<file path="config.mk">
export PLATFORM = sky130hd
export DESIGN_NAME = seq_ctrl_fsm_p
export DESIGN_NICKNAME = d
export VERILOG_FILES = /design/src/rtl/seq_ctrl_fsm_p.sv
export SDC_FILE = /design/constraint.sdc
export NUM_CORES = 1
export LEC_CHECK = 0
export ABC_AREA = 1
export CAP_MARGIN = 25
export CORE_AREA = 2 2 52 54
export CTS_CLUSTER_DIAMETER = 120
export DETAILED_ROUTE_END_ITERATION = 8
export DIE_AREA = 0 0 54 56
export PLACE_DENSITY = 0.78
export SLEW_MARGIN = 20
export SYNTH_ARGS = -nofsm -noshare
export SYNTH_HDL_FRONTEND = slang
export SYNTH_SLANG_ARGS = --single-unit
</file>
<file path="constraint.sdc">
create_clock -name i_clk -period 2.8 [get_ports i_clk]
set_input_delay 0.56 -clock i_clk [delete_from_list [all_inputs] [get_ports i_clk]]
set_output_delay 0.56 -clock i_clk [all_outputs]
set_load 0.01 [all_outputs]
</file>
<file path="src/rtl/seq_ctrl_fsm_p.sv">
// -----------------------------------------------------------------------------
// seq_ctrl_fsm_p
// Parametrised sequence controller.
//   - Arms on START, then waits for DATA to equal MATCH_VAL.
//   - Counts a programmable dwell while the match holds and pauses (HOLD) when
//     the match is lost.
//   - Completes with a DONE/ACK handshake.
//   - Synchronous clear (CLR) and abort (ABORT -> sticky ERR).
//
// Optional feature, enabled by defining the macro SEQ_TIMEOUT_EN:
//   a wait counter limits consecutive ARM/HOLD cycles to TMO; on expiry the
//   FSM enters ERR and the sticky o_tmo_flag is set. With the macro undefined
//   there is no wait counter and o_tmo_flag is tied low.
//
// Parameters
//   IN_W   width of the compare bus (i_data / i_match_val)
//   CNT_W  width of the dwell counter (i_dwell / o_cnt)
//   TMO    timeout limit in cycles, must be >= 1 (SEQ_TIMEOUT_EN only)
//
// Ports
//   i_clk        clock, rising edge
//   i_rst_n      asynchronous active-low reset
//   i_clr        synchronous clear to IDLE (highest priority)
//   i_start      start request, honoured in IDLE only
//   i_abort      abort request, honoured in ARM/RUN/HOLD
//   i_ack        completion acknowledge, honoured in DONE
//   i_data       observed bus
//   i_match_val  compare value
//   i_dwell      dwell length, sampled on the ARM->RUN transition
//   o_state      state code (IDLE=0 ARM=1 RUN=2 HOLD=3 DONE=4 ERR=5)
//   o_busy       1 in ARM, RUN or HOLD
//   o_done       1 in DONE
//   o_err        1 in ERR
//   o_cnt        remaining dwell count
//   o_tmo_flag   sticky timeout indicator
//
// All outputs are registered or decoded from registered state only; there is
// no combinational path from any input to any output.
// -----------------------------------------------------------------------------
module seq_ctrl_fsm_p #(
    parameter int unsigned IN_W  = 8,
    parameter int unsigned CNT_W = 8,
    parameter int unsigned TMO   = 16
) (
    input  logic             i_clk,
    input  logic             i_rst_n,
    input  logic             i_clr,
    input  logic             i_start,
    input  logic             i_abort,
    input  logic             i_ack,
    input  logic [IN_W-1:0]  i_data,
    input  logic [IN_W-1:0]  i_match_val,
    input  logic [CNT_W-1:0] i_dwell,
    output logic [2:0]       o_state,
    output logic             o_busy,
    output logic             o_done,
    output logic             o_err,
    output logic [CNT_W-1:0] o_cnt,
    output logic             o_tmo_flag
);

    typedef enum logic [2:0] {
        StIdle = 3'd0,
        StArm  = 3'd1,
        StRun  = 3'd2,
        StHold = 3'd3,
        StDone = 3'd4,
        StErr  = 3'd5
    } state_e;

    state_e           r_state;
    state_e           w_state_d;
    logic [CNT_W-1:0] r_cnt;
    logic [CNT_W-1:0] w_cnt_d;

    logic             w_match;
    logic             w_abortable;
    logic             w_tmo_hit;

    assign w_match     = (i_data == i_match_val);
    assign w_abortable = (r_state == StArm) || (r_state == StRun) || (r_state == StHold);

    // ------------------------------------------------------------------------
    // Next-state logic. Priority: CLR > ABORT > timeout > per-state rules.
    // ------------------------------------------------------------------------
    always_comb begin
        w_state_d = r_state;
        w_cnt_d   = r_cnt;

        if (i_clr) begin
            w_state_d = StIdle;
            w_cnt_d   = '0;
        end else if (i_abort && w_abortable) begin
            w_state_d = StErr;
        end else if (w_tmo_hit) begin
            // Timeout wins over a match arriving in the same cycle.
            w_state_d = StErr;
        end else begin
            case (r_state)
                StIdle: begin
                    if (i_start) begin
                        w_state_d = StArm;
                    end
                end
                StArm: begin
                    if (w_match) begin
                        w_state_d = StRun;
                        w_cnt_d   = i_dwell;
                    end
                end
                StRun: begin
                    // The zero test comes first, so the decrement below only
                    // ever sees a non-zero count and can never wrap.
                    if (r_cnt == '0) begin
                        w_state_d = StDone;
                    end else if (!w_match) begin
                        w_state_d = StHold;
                    end else begin
                        w_cnt_d = r_cnt - CNT_W'(1);
                    end
                end
                StHold: begin
                    if (w_match) begin
                        w_state_d = StRun;
                    end
                end
                StDone: begin
                    if (i_ack) begin
                        w_state_d = StIdle;
                    end
                end
                StErr: begin
                    // Sticky: only CLR or reset leaves ERR.
                    w_state_d = StErr;
                end
                default: begin
                    // Unused codes 6/7 recover to IDLE.
                    w_state_d = StIdle;
                end
            endcase
        end
    end

    always_ff @(posedge i_clk or negedge i_rst_n) begin
        if (!i_rst_n) begin
            r_state <= StIdle;
            r_cnt   <= '0;
        end else begin
            r_state <= w_state_d;
            r_cnt   <= w_cnt_d;
        end
    end

    // ------------------------------------------------------------------------
    // Optional wait-timeout
    // ------------------------------------------------------------------------
`ifdef SEQ_TIMEOUT_EN
    localparam int unsigned     WaitW    = $clog2(TMO + 1);
    // The counter holds the number of wait cycles already completed, so the
    // TMO-th consecutive wait cycle is the one that sees TMO-1.
    localparam logic [WaitW-1:0] WaitLast = WaitW'(TMO - 1);

    logic [WaitW-1:0] r_wait;
    logic [WaitW-1:0] w_wait_d;
    logic             w_in_wait;
    logic             r_tmo_flag;
    logic             w_tmo_flag_d;

    assign w_in_wait = (r_state == StArm) || (r_state == StHold);
    assign w_tmo_hit = w_in_wait && (r_wait == WaitLast);

    always_comb begin
        w_wait_d = '0;
        // Count only while staying in a wait state; HOLD->RUN->HOLD restarts.
        if (!i_clr && w_in_wait && ((w_state_d == StArm) || (w_state_d == StHold))) begin
            w_wait_d = r_wait + WaitW'(1);
        end
    end

    always_comb begin
        w_tmo_flag_d = r_tmo_flag;
        if (i_clr) begin
            w_tmo_flag_d = 1'b0;
        end else if (w_tmo_hit && !i_abort) begin
            w_tmo_flag_d = 1'b1;
        end
    end

    always_ff @(posedge i_clk or negedge i_rst_n) begin
        if (!i_rst_n) begin
            r_wait     <= '0;
            r_tmo_flag <= 1'b0;
        end else begin
            r_wait     <= w_wait_d;
            r_tmo_flag <= w_tmo_flag_d;
        end
    end

    assign o_tmo_flag = r_tmo_flag;
`else
    logic unused_tmo;

    assign w_tmo_hit  = 1'b0;
    assign o_tmo_flag = 1'b0;
    assign unused_tmo = ^TMO;
`endif

    // ------------------------------------------------------------------------
    // Outputs: decoded from registered state only
    // ------------------------------------------------------------------------
    assign o_state = r_state;
    assign o_cnt   = r_cnt;
    assign o_busy  = (r_state == StArm) || (r_state == StRun) || (r_state == StHold);
    assign o_done  = (r_state == StDone);
    assign o_err   = (r_state == StErr);

endmodule

</file>
==> results.json, run 1 <==
{
  "syn_area_um2": 1070,
  "mostFrequentLayoutCell": "nand2_1",
  "worst_pin_slew_ps": 505,
  "vias": 1193,
  "place_area_um2": 1530,
  "fillers": 233,
  "finClkSkew_ps": 7.83,
  "htree_num_levels": 1,
  "grt_pass1_vias": 1008,
  "power_uw": 732,
  "holdWs_ps": 551,
  "ys_warn_count": 0,
  "cts_inserted_buffers": 3,
  "core_region_area_um2": 2430,
  "synthSimpleGateAreaFrac_pct": 42.7,
  "cts.sinks": 11,
  "cts_hold_buf": 0,
  "routabilityCongestion": 0.837,
  "die_h_um": 56,
  "worst_path_max_delay_cell": "clkdlybuf4s50_1",
  "clkLatencyLatePin_ps": 270,
  "vdd_drop_max_v": 0.000280,
  "hpwl_mm": 2.06,
  "clockBufferDepth": 2,
  "synth_cell_types": 25,
  "critPathBufInv": 2,
  "crit_path_end_kind": "output port",
  "synthAdderAreaFrac_pct": 2.34,
  "synth_top_family_by_area": "simple AND/OR/NAND/NOR gates",
  "synthesis.nets": 218,
  "power.density_nw_per_um2": 471,
  "wire_per_inst_um": 9.63,
  "leakagePower_nw": 0.847,
  "fin_nets": 264,
  "io_buffers": 43,
  "cts_root_buf": "clkbuf_4",
  "fin_crit_ps": 2220,
  "status": "finished clean",
  "seq_area_frac_synth_pct": 25.7,
  "postSynthCellCount": 186,
  "viasPerCell": 4.57,
  "n_antenna_cell": 0,
  "die_w_um": 54,
  "path_class": "reg -> out",
  "grt_use_total_pct": 18.2,
  "setup_violations": 0,
  "cts_resized": 0,
  "drtPass1Iterations": 4,
  "worst-path-max-fanout": 5,
  "synth_seq_cells": 11,
  "wl_mm": 2.51,
  "area_delta_synth_final_pct": 45.1,
  "tritoncts": "yes",
  "worst_ep_arrival_time_ps": 1660,
  "fmax_mhz": 451,
  "start_util_pct": 44.0,
  "antenna_found_initial": 0,
  "rsz0062_at_grt": "no",
  "drc": 0,
  "postRouteAntennaNets": 0,
  "postSynthAreaPerCell_um2": 5.75,
  "final_util_pct": 63.8,
  "instances_no_fill": 261,
  "grt_pass1_wl_mm": 4.20,
  "max_stage_delay_ps": 550,
  "cts_setup_buffers": 0,
  "pre_cts_slack_ps": 704,
  "finalMaxSlewViolations": 0,
  "dp.cells": 257,
  "dr.first_iter.drc_count": 34,
  "cap_viol_max_count": 0,
  "synth_xor_area_share_pct": 4.91,
  "path_cells": "inv_1 > nand2_1 > nor2_1 > clkdlybuf4s50_1",
  "timing.final.ws_setup_ps": 585,
  "synth_compound_area_share_pct": 10.6,
  "hold_viol": 0,
  "grt_max_degree": 14,
  "rows": 18,
  "cp.required_ps": 2240,
  "final_cell_mix": "nand2_1 (75), clkdlybuf4s50_1 (43), inv_1 (33), nor2_1 (17), o21ai_0 (12)",
  "min_period_over_period_pct": 79.1,
  "cp_top_family": "buffers and inverters",
  "worst_setup_path_start_kind": "register",
  "clk_pin_slew_worst_paths_ps": 60,
  "drive_above_1_share_pct": 5.19,
  "max_slew_margin_pct": 66.2,
  "synth_mux_area_share_pct": 0,
  "fin_tns_setup_ps": 0,
  "grt_overflow": 0,
  "finalInstanceArea_um2": 1550,
  "pin_count": 45,
  "dieArea_um2": 3020,
  "hp-class": "reg -> reg"
}
synthesized netlist by cell type, drive strengths merged:
| cell type | number | share of area [%] |
|---|---|---|
| o2111ai | 1 | 0.82 |
| xnor2 | 4 | 3.3 |
| o21bai | 1 | 0.70 |
| ha | 2 | 2.3 |
| o21ai | 13 | 6.1 |
| xor2 | 2 | 1.6 |
| nor2 | 19 | 7.6 |
| clkbuf | 1 | 0.35 |
| inv | 35 | 12 |
| a21oi | 4 | 2.2 |
| conb | 1 | 0.35 |
| nand2 | 77 | 27 |
| buf | 1 | 0.70 |
| or2 | 1 | 0.59 |
| a2bb2oi | 1 | 0.82 |
| nor3 | 1 | 1.5 |
| nand3 | 8 | 3.7 |
| dfrtp | 11 | 26 |
| nand4 | 3 | 1.8 |
power by group:
part	switching [mW]	internal, mW
registers	0.0340	0.179
logic	0.213	0.196
clock network	0.0553	0.0552
path summary, 6_finish.rpt:
check / to / cells after the start / slack [ps] / start
min in group asynchronous: o_state[0] / 1 / 620 / i_rst_n
hold reg to reg: o_state[1] / 2 / 550 / o_state[1]
hold / removal: o_state[1] / 2 / 550 / o_state[1]
max in group asynchronous: o_cnt[3] / 1 / 1840 / i_rst_n
setup / recovery: o_done / 4 / 580 / o_state[1]
setup reg to reg: o_cnt[6] / 10 / 1080 / o_state[2]
worst reg2reg max path: stages, from the launching register on:
cell	delay, ps
dfrtp_1	480
nor3_4	330
inv_2	180
nand2_1	90
inv_1	50
nor2_2	100
nand2_2	80
nand2_2	110
inv_2	80
nand2_1	60
o21ai_1	50
cell type report:
class,instances,area [um2],share of cell area [%]
Inverter,35,131,8.46
Sequential cell,11,275,17.7
Clock buffer,4,26.3,1.69
Timing Repair Buffer,43,430,27.7
Tap cell,30,37.5,2.42
Multi-Input combinational cell,138,652,42.0
state kept, by name, indices dropped and copies added, names as in the netlist:
signal	cells
o_cnt	8
o_state	3
logic make-up (layout without fill, tap and decap cells):
| logic type | Yosys count | in the layout |
|---|---|---|
| compound gates | 20 | 20 |
| xor+xnor | 6 | 6 |
| fa+ha+maj | 2 | 2 |
| buf+inv | 37 | 82 |
| flops | 11 | 11 |
| other cells | 1 | 1 |
| simple gates | 109 | 109 |
metal layers:
layer,up-vias,part of all wire (%),global-route usage (%)
met5,-,0,0
met4,0,0.88,3.21
met3,4,5.2,4.84
met2,32,48,30.0
met1,500,46,23.5
li1,657,-,-
Power figures use the tool's default switching activity.
==> run 2: changes to the inputs <==
--- a/config.mk
+++ b/config.mk
@@ -7,11 +7,11 @@
 export LEC_CHECK = 0
 export ABC_AREA = 1
 export CAP_MARGIN = 25
-export CORE_AREA = 2 2 52 54
+export CORE_AREA = 2 2 57 59
 export CTS_CLUSTER_DIAMETER = 120
 export DETAILED_ROUTE_END_ITERATION = 8
-export DIE_AREA = 0 0 54 56
-export PLACE_DENSITY = 0.78
+export DIE_AREA = 0 0 59 61
+export PLACE_DENSITY = 0.68
 export SLEW_MARGIN = 20
 export SYNTH_ARGS = -nofsm -noshare
 export SYNTH_HDL_FRONTEND = slang
==> constraint.sdc (replaced) <==
create_clock -name i_clk -period 1.9 [get_ports i_clk]
set_input_delay 0.38 -clock i_clk [delete_from_list [all_inputs] [get_ports i_clk]]
set_output_delay 0.38 -clock i_clk [all_outputs]
set_load 0.01 [all_outputs]
==> run 2 against run 1 <==
Effect of this change: power rose by 55%; non-clock buffer count increased by 6; critical path depth down 2; critical endpoint is now o_busy; wire length rose by 4.3%; largest cell class unchanged; hold slack got worse by 81 ps; combinational power rose by 62%; core utilization down 9.5 points; final area is 3.3% higher; setup slack lost 520 ps.
==> results.json, run 2 (synthesized netlist as in run 1, its figures left out) <==
{
  "dr.first_iter.drc_count": 30,
  "min_period_over_period_pct": 96.5,
  "fmax_mhz": 546,
  "antenna_found_initial": 0,
  "area_delta_synth_final_pct": 49.9,
  "status": "finished clean",
  "fillers": 328,
  "seq_area_um2": 277,
  "largest_reg_flops": 8,
  "max_slew_margin_pct": 62.5,
  "postRouteAntennaNets": 0,
  "viasPerCell": 4.47,
  "drc": 0,
  "pin_count": 45,
  "grt_use_total_pct": 17.0,
  "pre_cts_slack_ps": -1.36,
  "clkLatencyLatePin_ps": 270,
  "cts_inserted_buffers": 3,
  "grt_pass1_vias": 1155,
  "mostFrequentLayoutCell": "nand2_1",
  "place_area_um2": 1550,
  "finalMaxSlewViolations": 0,
  "io_buffers": 43,
  "routabilityCongestion": 0.839,
  "drive_above_1_share_pct": 8.44,
  "worst_ep_arrival_time_ps": 1450,
  "rows": 20,
  "leakagePower_nw": 0.896,
  "worst_setup_path_start_kind": "register",
  "core_region_area_um2": 2950,
  "die_h_um": 61,
  "wl_mm": 2.62,
  "htree_num_levels": 1,
  "worst_path_max_delay_cell": "clkdlybuf4s50_1",
  "p_int_uw": 669,
  "wire_per_inst_um": 9.71,
  "swShare_pct": 40.8,
  "n_antenna_cell": 0,
  "finClkSkew_ps": 3.14,
  "setup_violations": 0,
  "power_frac_clock_pct": 14.3,
  "crit_path_end_kind": "output port",
  "cts_hold_buf": 0,
  "hold_viol": 0,
  "rsz0062_at_grt": "no",
  "power_switching_uw": 461,
  "die_w_um": 59,
  "path_class": "reg -> out",
  "power_mw": 1.13,
  "finalInstanceArea_um2": 1600,
  "worst_pin_slew_ps": 561,
  "hpwl_mm": 2.12,
  "cts_root_buf": "clkbuf_4",
  "worst-path-max-fanout": 7,
  "start_util_pct": 36.2,
  "cts.sinks": 11,
  "grt_pass1_wl_mm": 4.72,
  "fin_nets": 270,
  "grt_overflow": 0,
  "power.density_nw_per_um2": 705,
  "clk_pin_slew_worst_paths_ps": 70,
  "max_stage_delay_ps": 560,
  "drtPass1Iterations": 4,
  "dieArea_um2": 3600,
  "grt_max_degree": 13,
  "timing.final.ws_setup_ps": 66.8,
  "cp.required_ps": 1520,
  "tritoncts": "yes",
  "cap_viol_max_count": 0,
  "path_cells": "a21oi_2 > clkdlybuf4s50_1",
  "vdd_drop_max_v": 0.000502,
  "clockBufferDepth": 2,
  "p_comb_share_pct": 58.5,
  "multi_input_area_um2": 652,
  "seqPwrFrac_pct": 27.1,
  "final_cell_mix": "nand2_1 (75), clkdlybuf4s50_1 (41), inv_1 (32), nor2_1 (17), o21ai_0 (12)",
  "fin_crit_ps": 1830,
  "vias": 1206,
  "hp-class": "in -> async"
}
==> run 2: changes by cell type in the layout (fill, tap and decap cells not counted), sizes merged <==
cell / delta
dlymetal6s2s: +1
clkdlybuf4s50: -2
buf: +6
dlygate4sd2: +1
==> run 2: worst max-delay path: cells and delay by family, from the launching register on <==
| family | cells | cell delay [ps] |
|---|---|---|
| DFF | 1 | 470 |
| buffers and inverters | 1 | 560 |
| AOI/OAI and AO/OA | 1 | 160 |
==> run 2: worst paths after layout <==
check	slack (ps)	cells past startpoint	endpoint	startpoint
setup reg to reg	210	9	o_state[0]	o_state[0]
hold / removal	470	1	o_cnt[7]	i_rst_n
setup / recovery	70	2	o_busy	o_state[2]
max in group asynchronous	1020	1	o_state[2]	i_rst_n
min in group i_clk	540	2	o_cnt[7]	o_cnt[7]
hold reg to reg	540	2	o_cnt[7]	o_cnt[7]
==> run 2: power by group through the flow <==
stage | logic, mW | registers (mW) | clock network, mW
after floorplan | 0.355 | 0.325 | 0
after global placement | 0.622 | 0.318 | 0
after detailed placement | 0.623 | 0.317 | 0
after CTS | 0.669 | 0.306 | 0.173
after global routing | 0.742 | 0.312 | 0.185
final | 0.662 | 0.307 | 0.162
==> run 2: through the flow <==
stage,util (%),std cells,TNS [ps],hold WS [ps]
4_1_cts,54.2,270,0,482
2_1_floorplan,-,186,0,84.4
6_report,54.3,270,0,470
5_1_grt,54.3,270,0,489
3_5_place_dp,52.6,263,-1.36,523
3_3_place_gp,52.6,263,0,529
==> run 2: layer usage <==
layer	vias to the layer above	global-route usage [%]	part of all wire, %
met4	0	5.19	0.38
met2	22	28.1	46
met3	2	3.20	4.5
met5	-	0	0
li1	667	-	-
met1	515	22.5	49
==> run 2: final cells by class <==
cell class,instances,share of cell area (%)
Sequential cell,11,17.2
Multi-Input combinational cell,138,40.6
Clock buffer,4,1.64
Tap cell,33,2.57
Inverter,35,8.19
Timing Repair Buffer,49,29.7
==> run 2: timing repair <==
action	4_1_cts	5_1_grt
buffers inserted	3	0
resized for setup	3	1
endpoints found under the setup margin	3	1
